**src/rtl/tpu_top.sv**
```systemverilog
// Ternary-weight matrix-vector accelerator: CPU register port, one AXI4 read burst
// for activations and weight rows, row-serial ternary MAC, one AXI4 write burst for results.
module tpu_top #(
    parameter int ARRAY_SIZE = 8,
    parameter int ACT_BITS   = 16,
    parameter int ACC_BITS   = 32
) (
    input  logic        clk,
    input  logic        rst,

    input  logic        cpu_sel,
    input  logic        cpu_wen,
    input  logic        cpu_ren,
    input  logic [31:0] cpu_addr,
    input  logic [31:0] cpu_wdata,
    output logic [31:0] cpu_rdata,
    output logic        cpu_ready,

    output logic        m_axi_awvalid,
    input  logic        m_axi_awready,
    output logic [31:0] m_axi_awaddr,
    output logic [7:0]  m_axi_awlen,
    output logic [2:0]  m_axi_awsize,
    output logic [1:0]  m_axi_awburst,

    output logic        m_axi_wvalid,
    input  logic        m_axi_wready,
    output logic [31:0] m_axi_wdata,
    output logic [3:0]  m_axi_wstrb,
    output logic        m_axi_wlast,

    input  logic        m_axi_bvalid,
    output logic        m_axi_bready,
    input  logic [1:0]  m_axi_bresp,

    output logic        m_axi_arvalid,
    input  logic        m_axi_arready,
    output logic [31:0] m_axi_araddr,
    output logic [7:0]  m_axi_arlen,
    output logic [2:0]  m_axi_arsize,
    output logic [1:0]  m_axi_arburst,

    input  logic        m_axi_rvalid,
    output logic        m_axi_rready,
    input  logic [31:0] m_axi_rdata,
    input  logic [1:0]  m_axi_rresp,
    input  logic        m_axi_rlast,

    output logic        dma_req,
    output logic        dma_wr,
    output logic [31:0] dma_addr,
    output logic [31:0] dma_wdata,
    input  logic [31:0] dma_rdata,
    input  logic        dma_ack,

    output logic        irq,
    output logic        busy,
    output logic        done
);
    // state   | meaning
    // IDLE    | waiting for a start write
    // RD_ADDR | presenting the read burst address
    // RD_DATA | receiving activations, then weight rows
    // COMPUTE | one row dot product per cycle
    // WR_ADDR | presenting the write burst address
    // WR_DATA | streaming results
    // WR_RESP | waiting for the write response
    localparam logic [2:0] IDLE    = 3'd0;
    localparam logic [2:0] RD_ADDR = 3'd1;
    localparam logic [2:0] RD_DATA = 3'd2;
    localparam logic [2:0] COMPUTE = 3'd3;
    localparam logic [2:0] WR_ADDR = 3'd4;
    localparam logic [2:0] WR_DATA = 3'd5;
    localparam logic [2:0] WR_RESP = 3'd6;

    localparam int IW = $clog2(2 * ARRAY_SIZE) + 1;
    localparam int AW = $clog2(ARRAY_SIZE);

    logic [2:0]    state;
    logic [IW-1:0] idx;
    logic [IW-1:0] row_beat;
    logic [AW-1:0] slot;
    logic          irq_en;
    logic          error;
    logic [31:0]   src_addr;
    logic [31:0]   dst_addr;
    logic [31:0]   op_src;
    logic [31:0]   op_dst;
    logic [31:0]   cycles;
    logic          reg_wr;
    logic          reg_rd;
    logic          start;
    logic          unused_ok;

    logic signed [ACT_BITS-1:0]   act_mem [ARRAY_SIZE];
    logic        [2*ARRAY_SIZE-1:0] w_mem [ARRAY_SIZE];
    logic signed [ACC_BITS-1:0]   out_mem [ARRAY_SIZE];
    logic signed [ACC_BITS-1:0]   row_sum;

    assign reg_wr = cpu_sel & cpu_wen;
    assign reg_rd = cpu_sel & cpu_ren;
    assign start  = reg_wr && (cpu_addr[4:2] == 3'd0) && cpu_wdata[0];
    assign busy   = (state != IDLE);
    assign irq    = done & irq_en;

    // Read beats past the activations land in the weight buffer at beat-ARRAY_SIZE.
    assign row_beat = idx - IW'(ARRAY_SIZE);
    assign slot = (state == RD_DATA && idx >= IW'(ARRAY_SIZE)) ? row_beat[AW-1:0] : idx[AW-1:0];

    assign cpu_ready     = 1'b1;
    assign m_axi_arvalid = (state == RD_ADDR);
    assign m_axi_araddr  = op_src;
    assign m_axi_arlen   = 8'(2 * ARRAY_SIZE - 1);
    assign m_axi_arsize  = 3'd2;
    assign m_axi_arburst = 2'b01;
    assign m_axi_rready  = (state == RD_DATA);
    assign m_axi_awvalid = (state == WR_ADDR);
    assign m_axi_awaddr  = op_dst;
    assign m_axi_awlen   = 8'(ARRAY_SIZE - 1);
    assign m_axi_awsize  = 3'd2;
    assign m_axi_awburst = 2'b01;
    assign m_axi_wvalid  = (state == WR_DATA);
    assign m_axi_wdata   = 32'(out_mem[slot]);
    assign m_axi_wstrb   = 4'hF;
    assign m_axi_wlast   = (state == WR_DATA) && (idx == IW'(ARRAY_SIZE - 1));
    assign m_axi_bready  = (state == WR_RESP);

    assign dma_req   = 1'b0;
    assign dma_wr    = 1'b0;
    assign dma_addr  = '0;
    assign dma_wdata = '0;

    assign unused_ok = ^{dma_rdata, dma_ack, m_axi_rlast, m_axi_rdata, cpu_addr, cpu_wdata, row_beat};

    always_comb begin
        row_sum = '0;
        for (int c = 0; c < ARRAY_SIZE; c++) begin
            case (w_mem[slot][2*c +: 2])
                2'b01:   row_sum = row_sum + ACC_BITS'(act_mem[c]);
                2'b10:   row_sum = row_sum - ACC_BITS'(act_mem[c]);
                default: row_sum = row_sum;
            endcase
        end
    end

    always_comb begin
        cpu_rdata = '0;
        if (reg_rd) begin
            case (cpu_addr[4:2])
                3'd0:    cpu_rdata = {30'b0, irq_en, 1'b0};
                3'd1:    cpu_rdata = {29'b0, error, done, busy};
                3'd2:    cpu_rdata = src_addr;
                3'd3:    cpu_rdata = dst_addr;
                3'd4:    cpu_rdata = cycles;
                3'd7:    cpu_rdata = 32'h5450_5531;
                default: cpu_rdata = '0;
            endcase
        end
    end

    // Data buffers carry no reset; every entry is rewritten before it is used.
    always_ff @(posedge clk) begin
        if (state == RD_DATA && m_axi_rvalid) begin
            if (idx < IW'(ARRAY_SIZE))
                act_mem[slot] <= m_axi_rdata[ACT_BITS-1:0];
            else
                w_mem[slot] <= m_axi_rdata[2*ARRAY_SIZE-1:0];
        end
        if (state == COMPUTE)
            out_mem[slot] <= row_sum;
    end

    always_ff @(posedge clk or posedge rst) begin
        if (rst) begin
            state    <= IDLE;
            idx      <= '0;
            irq_en   <= 1'b0;
            done     <= 1'b0;
            error    <= 1'b0;
            src_addr <= '0;
            dst_addr <= '0;
            op_src   <= '0;
            op_dst   <= '0;
            cycles   <= '0;
        end else begin
            if (reg_wr) begin
                case (cpu_addr[4:2])
                    3'd0: begin
                        irq_en <= cpu_wdata[1];
                        if (cpu_wdata[2]) begin
                            done  <= 1'b0;
                            error <= 1'b0;
                        end
                    end
                    3'd2:    src_addr <= cpu_wdata;
                    3'd3:    dst_addr <= cpu_wdata;
                    default: ;
                endcase
            end
            if (busy)
                cycles <= cycles + 32'd1;

            case (state)
                IDLE: begin
                    if (start) begin
                        state  <= RD_ADDR;
                        done   <= 1'b0;
                        error  <= 1'b0;
                        cycles <= '0;
                        op_src <= src_addr;
                        op_dst <= dst_addr;
                        idx    <= '0;
                    end
                end
                RD_ADDR: if (m_axi_arready) state <= RD_DATA;
                RD_DATA: begin
                    if (m_axi_rvalid) begin
                        if (m_axi_rresp != 2'b00)
                            error <= 1'b1;
                        if (idx == IW'(2 * ARRAY_SIZE - 1)) begin
                            idx   <= '0;
                            state <= COMPUTE;
                        end else begin
                            idx <= idx + 1'b1;
                        end
                    end
                end
                COMPUTE: begin
                    if (idx == IW'(ARRAY_SIZE - 1)) begin
                        idx   <= '0;
                        state <= WR_ADDR;
                    end else begin
                        idx <= idx + 1'b1;
                    end
                end
                WR_ADDR: if (m_axi_awready) state <= WR_DATA;
                WR_DATA: begin
                    if (m_axi_wready) begin
                        if (idx == IW'(ARRAY_SIZE - 1)) begin
                            idx   <= '0;
                            state <= WR_RESP;
                        end else begin
                            idx <= idx + 1'b1;
                        end
                    end
                end
                WR_RESP: begin
                    if (m_axi_bvalid) begin
                        if (m_axi_bresp != 2'b00)
                            error <= 1'b1;
                        done  <= 1'b1;
                        state <= IDLE;
                    end
                end
                default: state <= IDLE;
            endcase
        end
    end
endmodule

```
**config.mk**
```make
export PLATFORM = sky130hd
export DESIGN_NAME = tpu_top
export DESIGN_NICKNAME = d
export VERILOG_FILES = /design/src/rtl/tpu_top.sv
export SDC_FILE = /design/constraint.sdc
export NUM_CORES = 1
export LEC_CHECK = 0
export BUFFER_PORTS_ARGS = -buffer_cell sky130_fd_sc_hd__buf_2
export CAP_MARGIN = 5
export CORE_ASPECT_RATIO = 1.75
export CORE_MARGIN = 8
export CORE_UTILIZATION = 35
export CTS_CLUSTER_DIAMETER = 80
export DETAILED_ROUTE_END_ITERATION = 12
export PLACE_DENSITY = 0.56
export SYNTH_ARGS = -nofsm -noshare
export SYNTH_HDL_FRONTEND = slang
export SYNTH_SLANG_ARGS = --single-unit
```
**constraint.sdc**
```tcl
create_clock -name clk -period 18.4 [get_ports clk]
set_input_delay 1.84 -clock clk [delete_from_list [all_inputs] [get_ports clk]]
set_output_delay 1.84 -clock clk [all_outputs]
set_load 0.03 [all_outputs]
```
==> metrics.yaml, run 1 <==
path_buf_inv: 5
holdCritPathClass: "reg2reg"
critPathLaunch: "idx[2]$_DFFE_PP0P_"
critPathTopFamily: "compound AO/OA/AOI/OAI gates"
cp_common_cell: "ha_1"
core_um2: 126000
async_reset_ff_share_pct: 25.0
synth_cell_types: 113
status: "complete, no violations"
cts_tree: "yes"
synth_area_um2: 44300
cp-end-kind: "register"
drt-initial-drc-count: 1704
critPathMaxFanout: 20
cts_buffer_depth: 3
clock-sinks: 683
dp_hpwl_um: 96600
antenna_found_initial: 9
worstSkewPairLatency_ns: 0.66
first_global_vias: 35800
portBuffers: 201
area_delta_synth_final_pct: 10.2
dr_total_vias: 34700
std_cell_rows: 172
min_period_ns: 17.08
timing.final.hold_violations: 0
drive_gt1_share_pct: 12.4
rr_startpoint: "idx[2]$_DFFE_PP0P_"
dieArea_um2: 139000
h-tree-depth: 2
cts.reportedPaths.clkPinSlew_ns: 0.07
routabilityCongestion: 0.865
final_common_cell: "edfxtp_1"
wl_per_cell_um: 20.6
cts_resized: 0
initial_utilization_pct: 35.3
synth_seq_cells: 683
synth.avg_cell_area_um2: 9.89
slowest_delay_ns: 0.80
start_kind: "register"
clock-skew-final_ns: 0.0464
seq_area_frac_synth_pct: 44.4
max_slew_margin_pct: 15.0
layout_common_cells: "edfxtp_1, nand2_1, nor2_1, a21oi_1, ha_1"
crit_type: "reg2reg"
io_pins: 378
synth_edf_count: 512
numCtsBuffers: 58
cp_slowest_cell: "dfrtp_1"
drcViolationCount: 0
tightest_slew_ns: 1.26
grt_pass1_wl_um: 202000
final-setup-viol-count: 0
grt_max_degree: 95
yosysWarnings: 0
via_per_inst: 5.48
ys.flop_type: "edfxtp_1"
grt_util_all_layers_pct: 18.1
root_buffer: "clkbuf_16"
holdWs_ns: 0.471
ant_nets: 0
fin_setup_tns_ns: 0
fin_nets: 5011
fin_crit_sh_pct: 92.8
syn_inst: 4479
min-delay-start: "m_axi_awaddr[7]$_DFFE_PP0P_"
postCtsHoldBufs: 0
postCtsSetupBuffers: 0
wl_um: 130000
drv_slew: 0
dieHeight_um: 487
cp.arrival_ns: 17.46
fin_util_pct: 38.9
dr.pass1.iters: 5
cp.required_ns: 18.78
die_w_um: 285
grt-ovfl-total: 0
rsz0062_at_grt: "no"
fmax_ghz: 0.0585
maxCapViolCount: 0
[synthesized netlist by cell type (11+ instances only)]
master | count | area (um^2)
xnor2_1 | 213 | 1870
a22o_1 | 22 | 193
nor2_1 | 348 | 1310
nand3b_1 | 11 | 82.6
a21boi_0 | 55 | 413
clkbuf_1 | 157 | 589
mux2i_1 | 51 | 510
o21a_1 | 34 | 255
o211ai_1 | 28 | 210
inv_1 | 195 | 732
o31a_1 | 14 | 123
buf_4 | 98 | 736
nand4_1 | 65 | 407
or4_1 | 19 | 143
nand3_1 | 82 | 410
nor3b_1 | 16 | 120
a21oi_1 | 332 | 1660
o21bai_1 | 30 | 225
and3_1 | 40 | 250
dfrtp_1 | 171 | 4280
xor2_1 | 61 | 534
or3_1 | 25 | 156
o21ai_0 | 215 | 1080
and2_1 | 26 | 163
a21o_1 | 84 | 631
a31oi_1 | 27 | 169
nand2b_1 | 33 | 206
a22oi_1 | 199 | 1490
nor3_1 | 94 | 470
a211oi_1 | 23 | 173
o31ai_1 | 60 | 450
nor2b_1 | 34 | 213
buf_1 | 27 | 101
edfxtp_1 | 512 | 15400
ha_1 | 244 | 3050
mux2_2 | 122 | 1370
nand2_1 | 469 | 1760
nor4_1 | 21 | 131
[layer usage]
layer,vias to the layer above,global-route usage (%),part of all wire [%]
met4,4,9.06,5.5
li1,16600,-,-
met1,16900,18.0,36
met2,876,35.9,54
met3,274,2.62,4.4
met5,-,0,0.017
[area by class of cell]
class	count	area, um^2
inverters	198	748
flip-flops and latches	683	19700
repair buffers	275	1560
clock buffers	71	1540
fillers	12400	76800
well taps	1653	2070
multi-input cells	3400	22900
diodes	3	7.51
clock inverters	36	340
[state kept, by name, indices dropped and copies added, names as in the netlist]
register      cells
out_mem         256
act_mem         128
w_mem           128
cycles           32
dst_addr         32
m_axi_araddr     32
m_axi_awaddr     32
src_addr         32
idx               5
state             3
done              1
error             1
irq_en            1
[cell families (layout without fill, tap and decap cells)]
family	count (synthesis)	count (layout)	share of synthesized area, %
mux	175	175	4.31
simple gates	1340	1340	14.4
buf+inv	491	580	5.06
xor+xnor	283	283	5.86
flops	683	683	44.4
other cells	2	100	0.0169
fa+ha+maj	251	251	7.21
compound gates	1254	1254	18.8
[worst register-to-register path: cells and delay by family, from the launching register on]
family          cells  cell delay (ns)
simple gates       20             3.64
xor+xnor            6             1.49
flops               1             0.80
buf+inv             5             0.55
fa+ha+maj           8             3.01
compound gates     24             7.35
[worst paths after layout]
check	end	slack, ns	cells after the start
worst max-delay path	out_mem[3][31]$_DFFE_PP_	1.32	63
worst min-delay path	m_axi_awaddr[7]$_DFFE_PP0P_	0.47	2
worst max register to register	out_mem[3][31]$_DFFE_PP_	1.32	63
worst min register to register	m_axi_awaddr[7]$_DFFE_PP0P_	0.47	2
max in group asynchronous	dst_addr[25]$_DFFE_PP0P_	15.48	3
min in group asynchronous	m_axi_awaddr[5]$_DFFE_PP0P_	1.38	2
[through the flow]
| stage | cell area (um^2) | instances | setup WS [ns] |
|---|---|---|---|
| finish | 48800 | 6319 | 1.32 |
| global placement | 46900 | 6209 | 1.36 |
| global route | 48800 | 6318 | 0.0671 |
| floorplan | 44700 | 4574 | 3.88 |
| detailed placement | 46900 | 6209 | 1.02 |
| CTS | 48800 | 6316 | 0.828 |
Power of run 1 is left out: the tool's default activity adds up to more than one toggle a clock period on the data nets, which glitch-free logic cannot reach.
==> run 2, diff against run 1 <==
--- a/config.mk
+++ b/config.mk
@@ -12,7 +12,6 @@
 export CORE_UTILIZATION = 35
 export CTS_CLUSTER_DIAMETER = 80
 export DETAILED_ROUTE_END_ITERATION = 12
-export PLACE_DENSITY = 0.56
 export SYNTH_ARGS = -nofsm -noshare
 export SYNTH_HDL_FRONTEND = slang
 export SYNTH_SLANG_ARGS = --single-unit
==> run 2 against run 1 <==
Effect of this change:
- routed wire length down 0.55%
- first-iteration DRC count up 7.8%
- critical endpoint is now out_mem[6][31]$_DFFE_PP_
- clock skew down 0.0083 ns
- highest routed layer unchanged
==> metrics.yaml, run 2 (synthesized netlist as in run 1, its figures left out) <==
core_um2: 126000
min_period_ns: 17.07
hold_depth: 2
initial_utilization_pct: 35.3
h-tree-depth: 2
holdCritPathClass: "reg2reg"
cts_buffer_depth: 3
grt-ovfl-total: 0
min_to: "m_axi_awaddr[7]$_DFFE_PP0P_"
slowest_delay_ns: 0.80
reg2reg_slack_ns: 1.33
dr_total_vias: 34700
max_slew_margin_pct: 19.3
cp.required_ns: 18.71
postCtsHoldBufs: 0
std_cell_rows: 172
area_delta_synth_final_pct: 10.4
maxCapViolCount: 0
crit_type: "reg2reg"
clock-skew-final_ns: 0.0380
cp_slowest_cell: "a2111oi_1"
rr_startpoint: "idx[2]$_DFFE_PP0P_"
routabilityCongestion: 0.881
dr.pass1.iters: 5
io_pins: 378
status: "complete, no violations"
first_global_vias: 35500
dp_hpwl_um: 96300
reg_top3: "out_mem (256), act_mem (128), w_mem (128)"
portBuffers: 201
min-delay-start: "m_axi_awaddr[7]$_DFFE_PP0P_"
fmax_ghz: 0.0586
start_kind: "register"
tightest_slew_ns: 1.20
fin_nets: 5011
final-setup-viol-count: 0
dieHeight_um: 487
fin_area_um2: 48900
fin_crit_sh_pct: 92.8
layout_common_cells: "edfxtp_1, nand2_1, nor2_1, a21oi_1, ha_1"
cts.reportedPaths.clkPinSlew_ns: 0.07
cts_resized: 0
drcViolationCount: 0
holdWs_ns: 0.477
fin_util_pct: 38.9
regMostFlops: "out_mem"
postPlaceCellArea_um2: 46900
timing.final.hold_violations: 0
numCtsBuffers: 57
dieArea_um2: 139000
cp.arrival_ns: 17.38
antenna_found_initial: 8
worstRegToRegCells: 63
largest_reg_flops: 256
ant_nets: 0
grt_util_all_layers_pct: 17.9
wl_per_cell_um: 20.5
grt_pass1_wl_um: 199000
drt-initial-drc-count: 1837
fin_setup_tns_ns: 0
critPathMaxFanout: 43
root_buffer: "clkbuf_16"
postCtsSetupBuffers: 0
via_per_inst: 5.49
cp-end-kind: "register"
cts_tree: "yes"
drive_gt1_share_pct: 12.4
die_w_um: 285
final_common_cell: "edfxtp_1"
cp_common_cell: "ha_1"
drv_slew: 0
wl_um: 129000
worstReg2RegEnd: "out_mem[6][31]$_DFFE_PP_"
grt_max_degree: 67
rsz0062_at_grt: "no"
clock-sinks: 683
worstSkewPairLatency_ns: 0.64
-- run 2: cell types whose count changed in the layout (fill, tap and decap cells not counted), moves of 2 or more --
cell        delta
clkinv_1       +3
clkinv_2       -6
bufinv_16      +2
clkbuf_16      +3
inv_4          +3
inv_6          -5
clkinv_4       -3
clkinvlp_4     -2
-- run 2: final cells by class --
cell class | instances | area (um^2)
clock inverter | 30 | 333
antenna | 4 | 10.0
sequential | 683 | 19700
tap | 1653 | 2070
timing repair buffer | 276 | 1570
fill | 12400 | 76700
clock buffer | 76 | 1640
multi-input combinational | 3400 | 22900
inverter | 198 | 748
-- run 2: worst max-delay path, delay by kind of cell (launching register included) --
family	cells	cell delay (ns)
AO/OA/AOI/OAI	28	7.16
flip-flops	1	0.77
multiplexers	2	0.83
adder cells (fa/ha/maj)	8	2.88
buffers and inverters	3	0.72
XOR/XNOR	8	2.10
AND/OR/NAND/NOR	14	2.27
-- run 2: worst max path at each step --
stage                                  start                       end  slack [ns]  cells past startpoint
after floorplan           idx[1]$_DFFE_PP0P_  out_mem[0][31]$_DFFE_PP_        3.88                     66
after global placement    idx[2]$_DFFE_PP0P_  out_mem[7][31]$_DFFE_PP_        1.56                     64
after detailed placement  idx[1]$_DFFE_PP0P_  out_mem[0][31]$_DFFE_PP_        1.21                     65
after CTS                 idx[2]$_DFFE_PP0P_  out_mem[1][31]$_DFFE_PP_        1.06                     64
after global routing      idx[2]$_DFFE_PP0P_  out_mem[1][31]$_DFFE_PP_        0.06                     63
final                     idx[2]$_DFFE_PP0P_  out_mem[6][31]$_DFFE_PP_        1.33                     63
-- run 2: metal layers --
layer	vias up	global-route usage, %	wire length [um]
met4	4	9.32	7170
met2	898	35.5	69600
li1	16600	-	-
met1	16900	17.6	46100
met3	268	2.61	6350
met5	-	0	24
-- run 2: through the flow --
stage               setup slack, ns  std cells
floorplan                      3.88       4574
global placement               1.56       6210
detailed placement             1.21       6210
CTS                            1.06       6316
global route                 0.0588       6317
finish                         1.33       6320
Power of run 2 is left out for the same reason.
